File: src/rtl/tawas_pkg.sv
`default_nettype none
// +----------------------------------------------------------------------+
// | tawas_pkg : shared widths, register map and FSM states for Tawas     |
// | Rev 1.0                                                              |
// +----------------------------------------------------------------------+
package tawas_pkg;

    localparam int TAWAS_PC_W    = 24;
    localparam int TAWAS_THREADS = 4;

    localparam logic [3:0] TC_RUN        = 4'h0;
    localparam logic [3:0] TC_STATUS     = 4'h1;
    localparam logic [3:0] TC_RESTART    = 4'h2;
    localparam logic [3:0] TC_START_PC0  = 4'h4;
    localparam logic [3:0] TC_STALL_CNT0 = 4'hC;

    typedef enum logic [0:0] {
        IDLE  = 1'b0,
        ISSUE = 1'b1
    } tc_state_t;

endpackage
`default_nettype wire

File: src/rtl/tawas_sat_cnt.sv
`default_nettype none
// +----------------------------------------------------------------------+
// | tawas_sat_cnt : saturating up-counter with synchronous clear         |
// | Rev 1.0                                                              |
// +----------------------------------------------------------------------+
module tawas_sat_cnt #(
    parameter int W = 16
) (
    input  logic         clk,
    input  logic         rst,
    input  logic         i_inc,
    input  logic         i_clr,
    output logic [W-1:0] o_cnt
);

    logic [W-1:0] r_cnt;

    // Clear beats a simultaneous increment.
    always_ff @(posedge clk or posedge rst) begin
        if (rst) begin
            r_cnt <= '0;
        end else if (i_clr) begin
            r_cnt <= '0;
        end else if (i_inc && (r_cnt != {W{1'b1}})) begin
            r_cnt <= r_cnt + 1'b1;
        end
    end

    assign o_cnt = r_cnt;

endmodule
`default_nettype wire

File: src/rtl/tawas_thread_ctl.sv
`default_nettype none
// +----------------------------------------------------------------------+
// | tawas_thread_ctl : per-thread run mask, restart sequencer, stall cnt |
// | Rev 1.0                                                              |
// +----------------------------------------------------------------------+
module tawas_thread_ctl
    import tawas_pkg::*;
#(
    parameter logic [3:0]            RESET_RUN = 4'h1,
    parameter logic [TAWAS_PC_W-1:0] RESET_PC  = '0
) (
    input  logic                  clk,
    input  logic                  rst,
    input  logic [1:0]            i_slice,
    input  logic [3:0]            i_rcn_stall,
    input  logic                  i_cfg_cs,
    input  logic                  i_cfg_wr,
    input  logic [3:0]            i_cfg_addr,
    input  logic [31:0]           i_cfg_wdata,
    output logic [31:0]           o_cfg_rdata,
    output logic [3:0]            o_thread_run,
    output logic                  o_restart_vld,
    output logic [1:0]            o_restart_slice,
    output logic [TAWAS_PC_W-1:0] o_restart_pc,
    input  logic                  i_restart_ack
);

    tc_state_t             r_state, w_state_nxt;
    logic [3:0]            r_run, r_pend, w_run_nxt, w_pend_nxt;
    logic [TAWAS_PC_W-1:0] r_start_pc [TAWAS_THREADS];
    logic [1:0]            r_rs_slice;
    logic [TAWAS_PC_W-1:0] r_rs_pc;
    logic [31:0]           r_rdata, w_rdata;
    logic [15:0]           w_stall_cnt [TAWAS_THREADS];
    logic                  w_wr, w_rd, w_issue, w_start, w_done;
    logic [3:0]            w_issue_mask;
    logic                  w_unused;

    assign w_wr         = i_cfg_cs & i_cfg_wr;
    assign w_rd         = i_cfg_cs & ~i_cfg_wr;
    assign w_issue      = (r_state == ISSUE);
    assign w_done       = w_issue & i_restart_ack;
    assign w_issue_mask = w_issue ? (4'b0001 << r_rs_slice) : 4'b0000;
    assign w_start      = ~w_issue & r_pend[i_slice];
    assign w_unused     = ^i_cfg_wdata[31:TAWAS_PC_W];

    always_ff @(posedge clk or posedge rst) begin
        if (rst) r_state <= IDLE;
        else     r_state <= w_state_nxt;
    end

    always_comb begin
        w_state_nxt = r_state;
        case (r_state)
            IDLE:    if (w_start)       w_state_nxt = ISSUE;
            ISSUE:   if (i_restart_ack) w_state_nxt = IDLE;
            default: w_state_nxt = IDLE;
        endcase
    end

    // The issuing thread's pend bit stays set until ack, so RUN writes
    // cannot cancel it and RESTART writes cannot re-arm it.
    always_comb begin
        w_run_nxt  = r_run;
        w_pend_nxt = r_pend;
        if (w_wr && (i_cfg_addr == TC_RUN)) begin
            w_run_nxt  = i_cfg_wdata[3:0];
            w_pend_nxt = w_pend_nxt & (i_cfg_wdata[3:0] | w_issue_mask);
        end
        if (w_wr && (i_cfg_addr == TC_RESTART))
            w_pend_nxt = w_pend_nxt | (i_cfg_wdata[3:0] & ~w_issue_mask);
        if (w_done) begin
            w_run_nxt  = w_run_nxt | w_issue_mask;
            w_pend_nxt = w_pend_nxt & ~w_issue_mask;
        end
    end

    always_ff @(posedge clk or posedge rst) begin
        if (rst) begin
            r_run      <= RESET_RUN;
            r_pend     <= '0;
            r_rs_slice <= '0;
            r_rs_pc    <= '0;
            r_rdata    <= '0;
            for (int n = 0; n < TAWAS_THREADS; n++) r_start_pc[n] <= RESET_PC;
        end else begin
            r_run   <= w_run_nxt;
            r_pend  <= w_pend_nxt;
            r_rdata <= w_rdata;
            if (w_start) begin
                r_rs_slice <= i_slice;
                r_rs_pc    <= r_start_pc[i_slice];
            end
            if (w_wr && (i_cfg_addr[3:2] == TC_START_PC0[3:2]))
                r_start_pc[i_cfg_addr[1:0]] <= i_cfg_wdata[TAWAS_PC_W-1:0];
        end
    end

    always_comb begin
        w_rdata = '0;
        if (w_rd) begin
            if (i_cfg_addr == TC_RUN)
                w_rdata = {28'b0, r_run};
            else if (i_cfg_addr == TC_STATUS)
                w_rdata = {20'b0, i_rcn_stall, r_pend, r_run};
            else if (i_cfg_addr[3:2] == TC_START_PC0[3:2])
                w_rdata = {{(32-TAWAS_PC_W){1'b0}}, r_start_pc[i_cfg_addr[1:0]]};
            else if (i_cfg_addr[3:2] == TC_STALL_CNT0[3:2])
                w_rdata = {16'b0, w_stall_cnt[i_cfg_addr[1:0]]};
        end
    end

    generate
        for (genvar g = 0; g < TAWAS_THREADS; g++) begin : g_stall_cnt
            tawas_sat_cnt #(.W(16)) u_cnt (
                .clk   (clk),
                .rst   (rst),
                .i_inc (i_rcn_stall[g]),
                .i_clr (w_wr && (i_cfg_addr == (TC_STALL_CNT0 | 4'(g)))),
                .o_cnt (w_stall_cnt[g])
            );
        end
    endgenerate

    assign o_cfg_rdata     = r_rdata;
    assign o_thread_run    = r_run & ~r_pend & ~w_issue_mask;
    assign o_restart_vld   = w_issue;
    assign o_restart_slice = r_rs_slice;
    assign o_restart_pc    = r_rs_pc;

endmodule
`default_nettype wire
File: config.mk
export PLATFORM = sky130hd
export DESIGN_NAME = tawas_thread_ctl
export DESIGN_NICKNAME = d
export VERILOG_FILES = /design/src/rtl/tawas_pkg.sv /design/src/rtl/tawas_sat_cnt.sv /design/src/rtl/tawas_thread_ctl.sv
export SDC_FILE = /design/constraint.sdc
export NUM_CORES = 1
export LEC_CHECK = 0
export ABC_CLOCK_PERIOD_IN_PS = 6500
export BUFFER_PORTS_ARGS = -buffer_cell sky130_fd_sc_hd__buf_2
export CAP_MARGIN = 25
export CORE_MARGIN = 4
export CORE_UTILIZATION = 40
export DETAILED_ROUTE_END_ITERATION = 8
export HOLD_SLACK_MARGIN = 0.1
export SYNTH_ARGS = -nofsm -noshare
export SYNTH_HDL_FRONTEND = slang
export SYNTH_SLANG_ARGS = --single-unit
File: constraint.sdc
create_clock -name clk -period 6.5 [get_ports clk]
set_clock_uncertainty 0.2 [all_clocks]
set_input_delay 0.325 -clock clk [delete_from_list [all_inputs] [get_ports clk]]
set_output_delay 0.325 -clock clk [all_outputs]
set_load 0.05 [all_outputs]
[After elaboration in Yosys (flattened, before gate mapping)]
Index checks and enable logic that the tools add are counted.
Storage, ports and cells
  register bits after elaboration: 227
  bits of input ports: 47
  output and inout port bits: 63
  logic and storage cells: 106
Operators by class
  reduce and logical (&&, ||, !) cells: 17
  equality and inequality tests: 12
  $add $sub $neg: 4
  bitwise gates (word level): 18
  muxes and demuxes: 36
  shift-type cells: 1
  order comparisons: 4
Operators by type and width (count)
  two-way mux 24 bit: 8
  two-way mux 16 bit: 11
  binary-select mux 24 bit (select 2 bit): 2
  bitwise mux 96 bit: 1
  adder 16 x 1 -> 16 bit, second input constant: 4
  != test 16 bit, second input constant: 4
  demux 24 bit (select 2 bit): 1
  binary-select mux 16 bit (select 2 bit): 1
  two-way mux 32 bit: 1
  two-way mux 4 bit: 6
  bitwise AND 4 bit: 5
  == test 4 bit, second input constant: 4
  logical AND 1 bit: 12
  bitwise OR 4 bit: 3
  NOT 4 bit: 2
  nonzero test 2 bit: 4
  >= comparator 3 bit, second input constant: 2
  NOT 2 -> 3 bit: 2
  bitwise AND 1 bit: 4
  == test 4 x 1 -> 1 bit, second input constant: 1
  == test 4 x 2 -> 1 bit, second input constant: 1
  zero test 4 bit: 1
  left shift 1 x 2 -> 4 bit, first input constant: 1
  < comparator 2 x 3 -> 1 bit, second input constant: 1
  other kinds (7): 10

[Logic depth before layout (Yosys ltp)]
Gate-level depths: netlist of the first run.
  depth in word-level cells: 9
  depth in mapped cells: 7
  mapped depth without buffers: 5

[Hierarchy]
A second synthesis of the first run with hierarchy kept.
Second synthesis, totals
  cells, all modules: 950
  area, all modules: 11780.0 um2
Modules (own cells, without submodules)
  tawas_thread_ctl: seq. area each 3880.0 um2, cells an instance 546, times used 1, area an instance 8051.5 um2
  tawas_sat_cnt: seq. area each 400.4 um2, cells an instance 101, times used 4, area an instance 932.1 um2

[Worst setup path before layout of the first run]
No wires, ideal clock.
  path type: reg-to-output
  from: register r_rs_slice[1], in the netlist o_restart_slice[1]
  to: output o_thread_run[3]
  setup slack: 3.933 ns
  required time: 5.975 ns
  path buffers: 0
  stages on the path, launching flop included: 3
  data arrival time: 2.042 ns
  path through: dfrtp_1 > and3_1 > nor3b_1
Between the ends
  word-level cells in the longest chain between the ends: 4
Ends and longest elaborated chain
  start, declared: RTL line tawas_thread_ctl.sv:31  | logic [1:0] r_rs_slice;
  start signal, assigned: RTL line tawas_thread_ctl.sv:91  | r_rs_slice <= i_slice;
  left shift 1 x 2 -> 4 bit: RTL line tawas_thread_ctl.sv:43  | assign w_issue_mask = w_issue ? (4'b0001 << r_rs_slice) : 4'b0000;
  two-way mux 4 bit: RTL line tawas_thread_ctl.sv:43
  NOT 4 bit: RTL line tawas_thread_ctl.sv:126  | assign o_thread_run = r_run & ~r_pend & ~w_issue_mask;
  bitwise AND 4 bit: RTL line tawas_thread_ctl.sv:126
  end, declared: RTL line tawas_thread_ctl.sv:21  | output logic [3:0] o_thread_run,
Every way passes these cells.

[Final worst setup path of the first run]
  from: input i_cfg_addr[1]
  to: register r_start_pc[39] (netlist bit)
Between the ends
  word-level cells in the longest chain between the ends: 6
  elaborated cells on any way between the ends: 7
  classes of those cells: order compare (2); mux (3); bitwise (1); reduce/logical (1)
Ends and longest elaborated chain
  start, declared: RTL line tawas_thread_ctl.sv:18  | input logic [3:0] i_cfg_addr,
  NOT 2 -> 3 bit (not written as such) *: RTL line tawas_thread_ctl.sv:95  | r_start_pc[i_cfg_addr[1:0]] <= i_cfg_wdata[TAWAS_PC_W-1:0];
  >= comparator 3 bit (not written as such) or < comparator 3 x 1 -> 1 bit (tied branches): RTL line tawas_thread_ctl.sv:95
  logical AND 1 bit (not written as such): RTL line tawas_thread_ctl.sv:95
  two-way mux 24 bit (not written as such): RTL line tawas_thread_ctl.sv:95
  demux 24 bit (select 2 bit) *: RTL line tawas_thread_ctl.sv:95
  bitwise mux 96 bit *: RTL line tawas_thread_ctl.sv:95
  end signal, assigned by index: RTL line tawas_thread_ctl.sv:95
  end, declared: RTL line tawas_thread_ctl.sv:30  | logic [TAWAS_PC_W-1:0] r_start_pc [TAWAS_THREADS];
Mark *: on every way between the ends. The rest lies on a longest branch, timed or not.
A chain may end at the register's enable or synchronous reset.

==> results of run 1 <==
cell usage after synthesis (6+ instances only):
| master | number |
|---|---|
| or3_1 | 12 |
| nor3b_1 | 6 |
| buf_4 | 8 |
| o21ai_1 | 10 |
| or4_1 | 11 |
| mux2_1 | 45 |
| mux4_2 | 62 |
| nand2b_1 | 19 |
| nand3_1 | 16 |
| dfrtp_1 | 218 |
| clkbuf_1 | 32 |
| o21ai_0 | 24 |
| nand2_1 | 74 |
| buf_2 | 21 |
| a221oi_1 | 6 |
| nor4_1 | 6 |
| o41ai_1 | 6 |
| o31ai_1 | 9 |
| nor3_1 | 15 |
| a2111o_1 | 9 |
| nor2_1 | 22 |
| inv_1 | 15 |
| nand4_1 | 21 |
| nor2b_1 | 9 |
| a21oi_1 | 39 |
| a211oi_1 | 12 |
| and3_1 | 9 |
| and2_1 | 6 |
| mux2_2 | 79 |
| mux2i_1 | 33 |
logic make-up (layout without fill, tap and decap cells):
group / after synthesis / after routing / share of synthesized area
AND/OR/NAND/NOR: 250 / 250 / 0.119
multiplexers: 220 / 220 / 0.277
flip-flops: 219 / 219 / 0.482
AO/OA/AOI/OAI: 145 / 145 / 0.0856
buffers and inverters: 78 / 203 / 0.0307
adder cells (fa/ha/maj): 4 / 4 / 0.00440
other: 1 / 8 / 0.000330
XOR/XNOR: 1 / 1 / 0.000771
power groups by stage:
stage	registers, µW	clock network (µW)	logic (µW)
floorplan	2140	0	718
CTS	1960	1430	1260
global placement	1960	0	1210
detailed placement	1980	0	1240
finish	1960	1390	1250
global route	2000	1490	1350
stage by stage:
step | cells | setup WS (ns) | utilization | cell area (µm²)
2_1_floorplan | 925 | 3.12 | - | 11400
3_3_place_gp | 1347 | 3.33 | 0.435 | 12200
3_5_place_dp | 1347 | 3.32 | 0.435 | 12200
4_1_cts | 1427 | 3.86 | 0.478 | 13300
5_1_grt | 1428 | 3.75 | 0.479 | 13400
6_report | 1428 | 3.83 | 0.479 | 13400
final cells by class:
type | instances | area, µm²
clock buffer | 36 | 738
tap | 378 | 473
inverter | 15 | 60.1
multi-input combinational | 628 | 5570
sequential | 219 | 5480
timing repair buffer | 144 | 971
fill | 2506 | 14600
clock inverter | 8 | 85.1
worst paths after layout:
check,end,slack (ns),cells after the start,from
worst max-delay path,r_start_pc[39]$_DFFE_PP0P_,3.83,6,i_cfg_addr[1]
worst min-delay path,o_restart_pc[18]$_DFFE_PP0P_,0.23,3,rst
worst max register to register,g_stall_cnt[2].u_cnt.o_cnt[7]$_DFFE_PP0P_,4.10,5,g_stall_cnt[2].u_cnt.o_cnt[9]$_DFFE_PP0P_
worst min register to register,o_restart_pc[12]$_DFFE_PP0P_,0.28,1,o_restart_pc[12]$_DFFE_PP0P_
max in group asynchronous,g_stall_cnt[0].u_cnt.o_cnt[8]$_DFFE_PP0P_,4.85,4,rst
min in group clk,o_cfg_rdata[15]$_DFF_PP0_,0.24,3,i_cfg_addr[3]
sequential cells by signal, indices dropped and copies added (netlist names):
register,flops
r_start_pc,96
g_stall_cnt.u_cnt.o_cnt,64
r_pend,4
r_run,4
o_restart_slice,2
o_restart_pc,24
o_restart_vld,1
o_cfg_rdata,24
layer usage:
layer	vias up	wire, µm	track usage
met4	2	506	0.0377
li1	3727	-	-
met2	239	13600	0.297
met5	-	13	0
met3	35	1670	0.0248
met1	4251	12600	0.260
cells in the final DEF (no fill, tap or decap), types with 13 or more instances in the layout:
cell / count
nand3_1: 16
dfrtp_1: 218
nand2_1: 74
dlygate4sd3_1: 36
nand4_1: 21
mux4_2: 62
nor2_1: 19
nor3_1: 15
mux2_2: 79
inv_1: 14
clkbuf_16: 26
o21ai_0: 24
mux2_1: 45
buf_2: 93
buf_4: 13
a21oi_1: 39
mux2i_1: 33
nand2b_1: 19
timing repair:
action,CTS,global route
hold buffers,36,0
hold endpoints to repair,158,0
endpoints found under the setup margin,0,0
worst max-delay path, cell delays in order:
cell      delay (ns)
buf_2           0.08
buf_4           0.58
nand2b_1        0.45
nor2_2          0.66
buf_4           0.39
mux2_2          0.37
==> flow_metrics.tcl, run 1 <==
set metrics [dict create \
    dieArea_mm2 0.0312 \
    fp.dieH_um 177 \
    port_buffers 93 \
    pwr-share-seq 0.426 \
    htreeDepth 1 \
    cts_buffer_depth 3 \
    clkPwrFrac 0.302 \
    cts_buffers 26 \
    max_cap_viol_count 0 \
    p_int_uw 3020 \
    tritoncts "built" \
    switching_share 0.345 \
    ys_warn_count 0 \
    leakage_uw 0.00580 \
    fin_crit_sh 0.411 \
    io_pins 110 \
    synth_seq_cells 219 \
    grt_pass1_vias 8073 \
    gp_congestion 0.866 \
    ys_async_sr_fraction 1.00 \
    post_cts.repair.setup_buffers 0 \
    drt_drc_violations_left 0 \
    switching_power_uw 1590 \
    grt_usage 0.181 \
    cp.arrival_ns 2.89 \
    irDropWorstVdd_mv 0.195 \
    synth_cell_type_count 61 \
    setup_tns_ns 0 \
    start_util 0.407 \
    relSlewSlack 0.401 \
    grt_pass1_wl_mm 45.4 \
    status "complete, no violations" \
    critical_path.max_fanout 51 \
    fin_nets 1085 \
    p_per_area_mw_per_mm2 344 \
    required_ns 6.71 \
    period_needed_ns 2.67 \
    gr-total-overflow 0 \
    tightestPinTransition_ns 0.892 \
    ant_nets 0 \
    hold_path_class "input port to async pin" \
    synth_ff_type "dfrtp_1" \
    power_frac_comb 0.272 \
    dp_hpwl_mm 18.9 \
    p_total_uw 4600 \
    rows 61 \
    cts.clk_slew.worst_paths_ns 0.06 \
    whs_ns 0.226 \
    yosysTopAreaCell "dfrtp_1" \
    wl_mm 28.4 \
    antenna_found_initial 1 \
    path_class "input port to register" \
    yosysSeqAreaShare 0.482 \
    yosysTopAreaCellShare 0.480 \
    finalHoldViolCount 0 \
    rsz0062_at_grt "false" \
    cts.sinks 219 \
    setup_viol 0 \
    ctsRootBufferMaster "clkbuf_16" \
    die_width_um 177 \
    insertion_delay_ns 0.53 \
    cts-resized-gates 0 \
    diodes 0 \
    drtIter0Drc 570 \
    start_kind "input port" \
    syn_area_mm2 0.0114 \
    detail_route.first_pass.iterations 5 \
    drive_gt1_frac 0.287 \
    avgSynthCellArea_um2 12.4 \
    wl_per_cell_um 19.9 \
    dr_total_vias 8254 \
    area_growth_pct 17.7 \
    grt_max_degree 120 \
    core_area_mm2 0.0279 \
    synthCells 918 \
    synth.area.top_cells "dfrtp_1 (48%), mux4_2 (12%), mux2_2 (7.8%), mux2_1 (4.5%), mux2i_1 (2.9%)" \
    viasPerCell 5.78 \
    slew_viol_final 0 \
    synth_edf_count 0 \
    fmax_mhz 374 \
    cp-end-kind "register" \
]
Power figures use the tool's default switching activity.
==> inputs of run 2 (changes only) <==
Settings changed: ABC_CLOCK_PERIOD_IN_PS 6500 to 2400.
Clock period 6.5 ns to 2.4 ns, I/O delays scaled along.
==> flow_metrics.tcl, run 2 (synthesis gave the netlist of run 1 again) <==
set metrics [dict create \
    cts_buffer_depth 3 \
    critPathMostFrequentCell "dlygate4sd3_1" \
    switching_power_uw 4240 \
    pwr-share-seq 0.426 \
    leakage_uw 0.00598 \
    fin_crit_sh 0.976 \
    required_ns 2.65 \
    drt_drc_violations_left 0 \
    wl_mm 28.0 \
    tightestPinTransition_ns 0.612 \
    power_frac_comb 0.281 \
    grt_pass1_vias 8115 \
    worst_slack_ns 0.0570 \
    setup_viol 0 \
    relSlewSlack 0.592 \
    htreeDepth 1 \
    dp_slack_ns 0.171 \
    path_cells "dlygate4sd3_1 -> buf_2 -> nor4_2 -> buf_4 -> nand2_1 -> dlygate4sd3_1 -> o21ai_0 -> dlygate4sd3_1" \
    path_class "input port to register" \
    port_buffers 93 \
    dp_cells 1368 \
    gr-total-overflow 0 \
    drive_gt1_frac 0.305 \
    irDropWorstVdd_mv 0.535 \
    max_stage_delay_ns 0.56 \
    final_cell_mix "dfrtp_1 (218), buf_2 (92), mux2_2 (79)" \
    cp.arrival_ns 2.59 \
    start_kind "input port" \
    dr_total_vias 8215 \
    finish.utilization 0.490 \
    wl_per_cell_um 19.2 \
    critical_path.max_fanout 13 \
    io_pins 110 \
    grt_usage 0.181 \
    clkPwrFrac 0.293 \
    status "complete, no violations" \
    switching_share 0.343 \
    drtIter0Drc 703 \
    final-instance-count-excl-fill 1458 \
    viasPerCell 5.63 \
    gp_congestion 0.885 \
    dieArea_mm2 0.0312 \
    insertion_delay_ns 0.51 \
    rows 61 \
    fp.dieH_um 177 \
    cts.sinks 219 \
    cts_buffers 24 \
    core_area_mm2 0.0279 \
    slew_viol_final 0 \
    antenna_found_initial 0 \
    p_int_uw 8110 \
    setup_tns_ns 0 \
    ant_nets 0 \
    largest_reg_flops 96 \
    finalHoldViolCount 0 \
    ctsRootBufferMaster "clkbuf_16" \
    final_common_cell "dfrtp_1" \
    cp-end-kind "register" \
    grt_pass1_wl_mm 45.6 \
    detail_route.first_pass.iterations 5 \
    area_growth_pct 20.4 \
    slowest_stage "dlygate4sd3_1" \
    p_total_uw 12400 \
    diodes 0 \
    fmax_mhz 427 \
    hold_path_class "input port to register" \
    dp_hpwl_mm 19.4 \
    max_cap_viol_count 0 \
    cts.clk_slew.worst_paths_ns 0.06 \
    r2r_slack_ns 0.17 \
    grt_max_degree 84 \
    regMostFlops "r_start_pc" \
    tritoncts "built" \
    p_per_area_mw_per_mm2 903 \
    fin_nets 1114 \
    period_needed_ns 2.34 \
    die_width_um 177 \
    start_util 0.407 \
]
-- run 2: critical path: cells and delay by family --
family / cells / cell delay [ns]
buffers and inverters: 5 / 2.06
AND/OR/NAND/NOR: 2 / 0.33
AO/OA/AOI/OAI: 1 / 0.07
-- run 2: path summary, 6_finish.rpt --
path,from,to,cells past startpoint
max in group asynchronous,rst,r_start_pc[73]$_DFFE_PP0P_,5
setup / recovery,i_cfg_addr[3],o_cfg_rdata[10]$_DFF_PP0_,8
setup reg to reg,g_stall_cnt[2].u_cnt.o_cnt[1]$_DFFE_PP0P_,o_cfg_rdata[1]$_DFF_PP0_,4
min in group asynchronous,rst,r_start_pc[45]$_DFFE_PP0P_,4
hold / removal,i_cfg_addr[1],r_run[1]$_DFF_PP0_,4
hold reg to reg,o_restart_pc[12]$_DFFE_PP0P_,o_restart_pc[12]$_DFFE_PP0P_,1
-- run 2: power by group through the flow --
| stage | clock [µW] | combinational (µW) | sequential (µW) |
|---|---|---|---|
| 2_1_floorplan | 0 | 1940 | 5790 |
| 3_3_place_gp | 0 | 3370 | 5280 |
| 3_5_place_dp | 0 | 3420 | 5320 |
| 4_1_cts | 3720 | 3490 | 5260 |
| 5_1_grt | 3900 | 3750 | 5400 |
| 6_report | 3620 | 3470 | 5260 |
-- run 2: final cells by class --
| type | count | area, µm² |
|---|---|---|
| Sequential cell | 219 | 5480 |
| Timing Repair Buffer | 175 | 1290 |
| Tap cell | 378 | 473 |
| Multi-Input combinational cell | 628 | 5590 |
| Fill cell | 2515 | 14300 |
| Inverter | 15 | 60.1 |
| Clock buffer | 32 | 692 |
| Clock inverter | 11 | 90.1 |
-- run 2: repair_timing --
action | 4_1_cts | 5_1_grt
buffers inserted | 0 | 3
endpoints found under the hold margin | 388 | 0
setup endpoints to repair | 0 | 4
gates resized for setup | 0 | 5
hold buffers | 44 | 0
-- run 2: through the flow --
stage | hold WS, ns | instance area (µm²)
finish | 0.156 | 13700
global route | 0.158 | 13700
CTS | 0.132 | 13600
detailed placement | -0.0407 | 12400
global placement | -0.0381 | 12400
floorplan | 0.0368 | 11400
-- run 2: metal layers --
layer / wire length, µm / GRT usage
met1: 12800 / 0.264
met2: 13400 / 0.292
met3: 1490 / 0.0287
met4: 329 / 0.0306
met5: 0 / 0
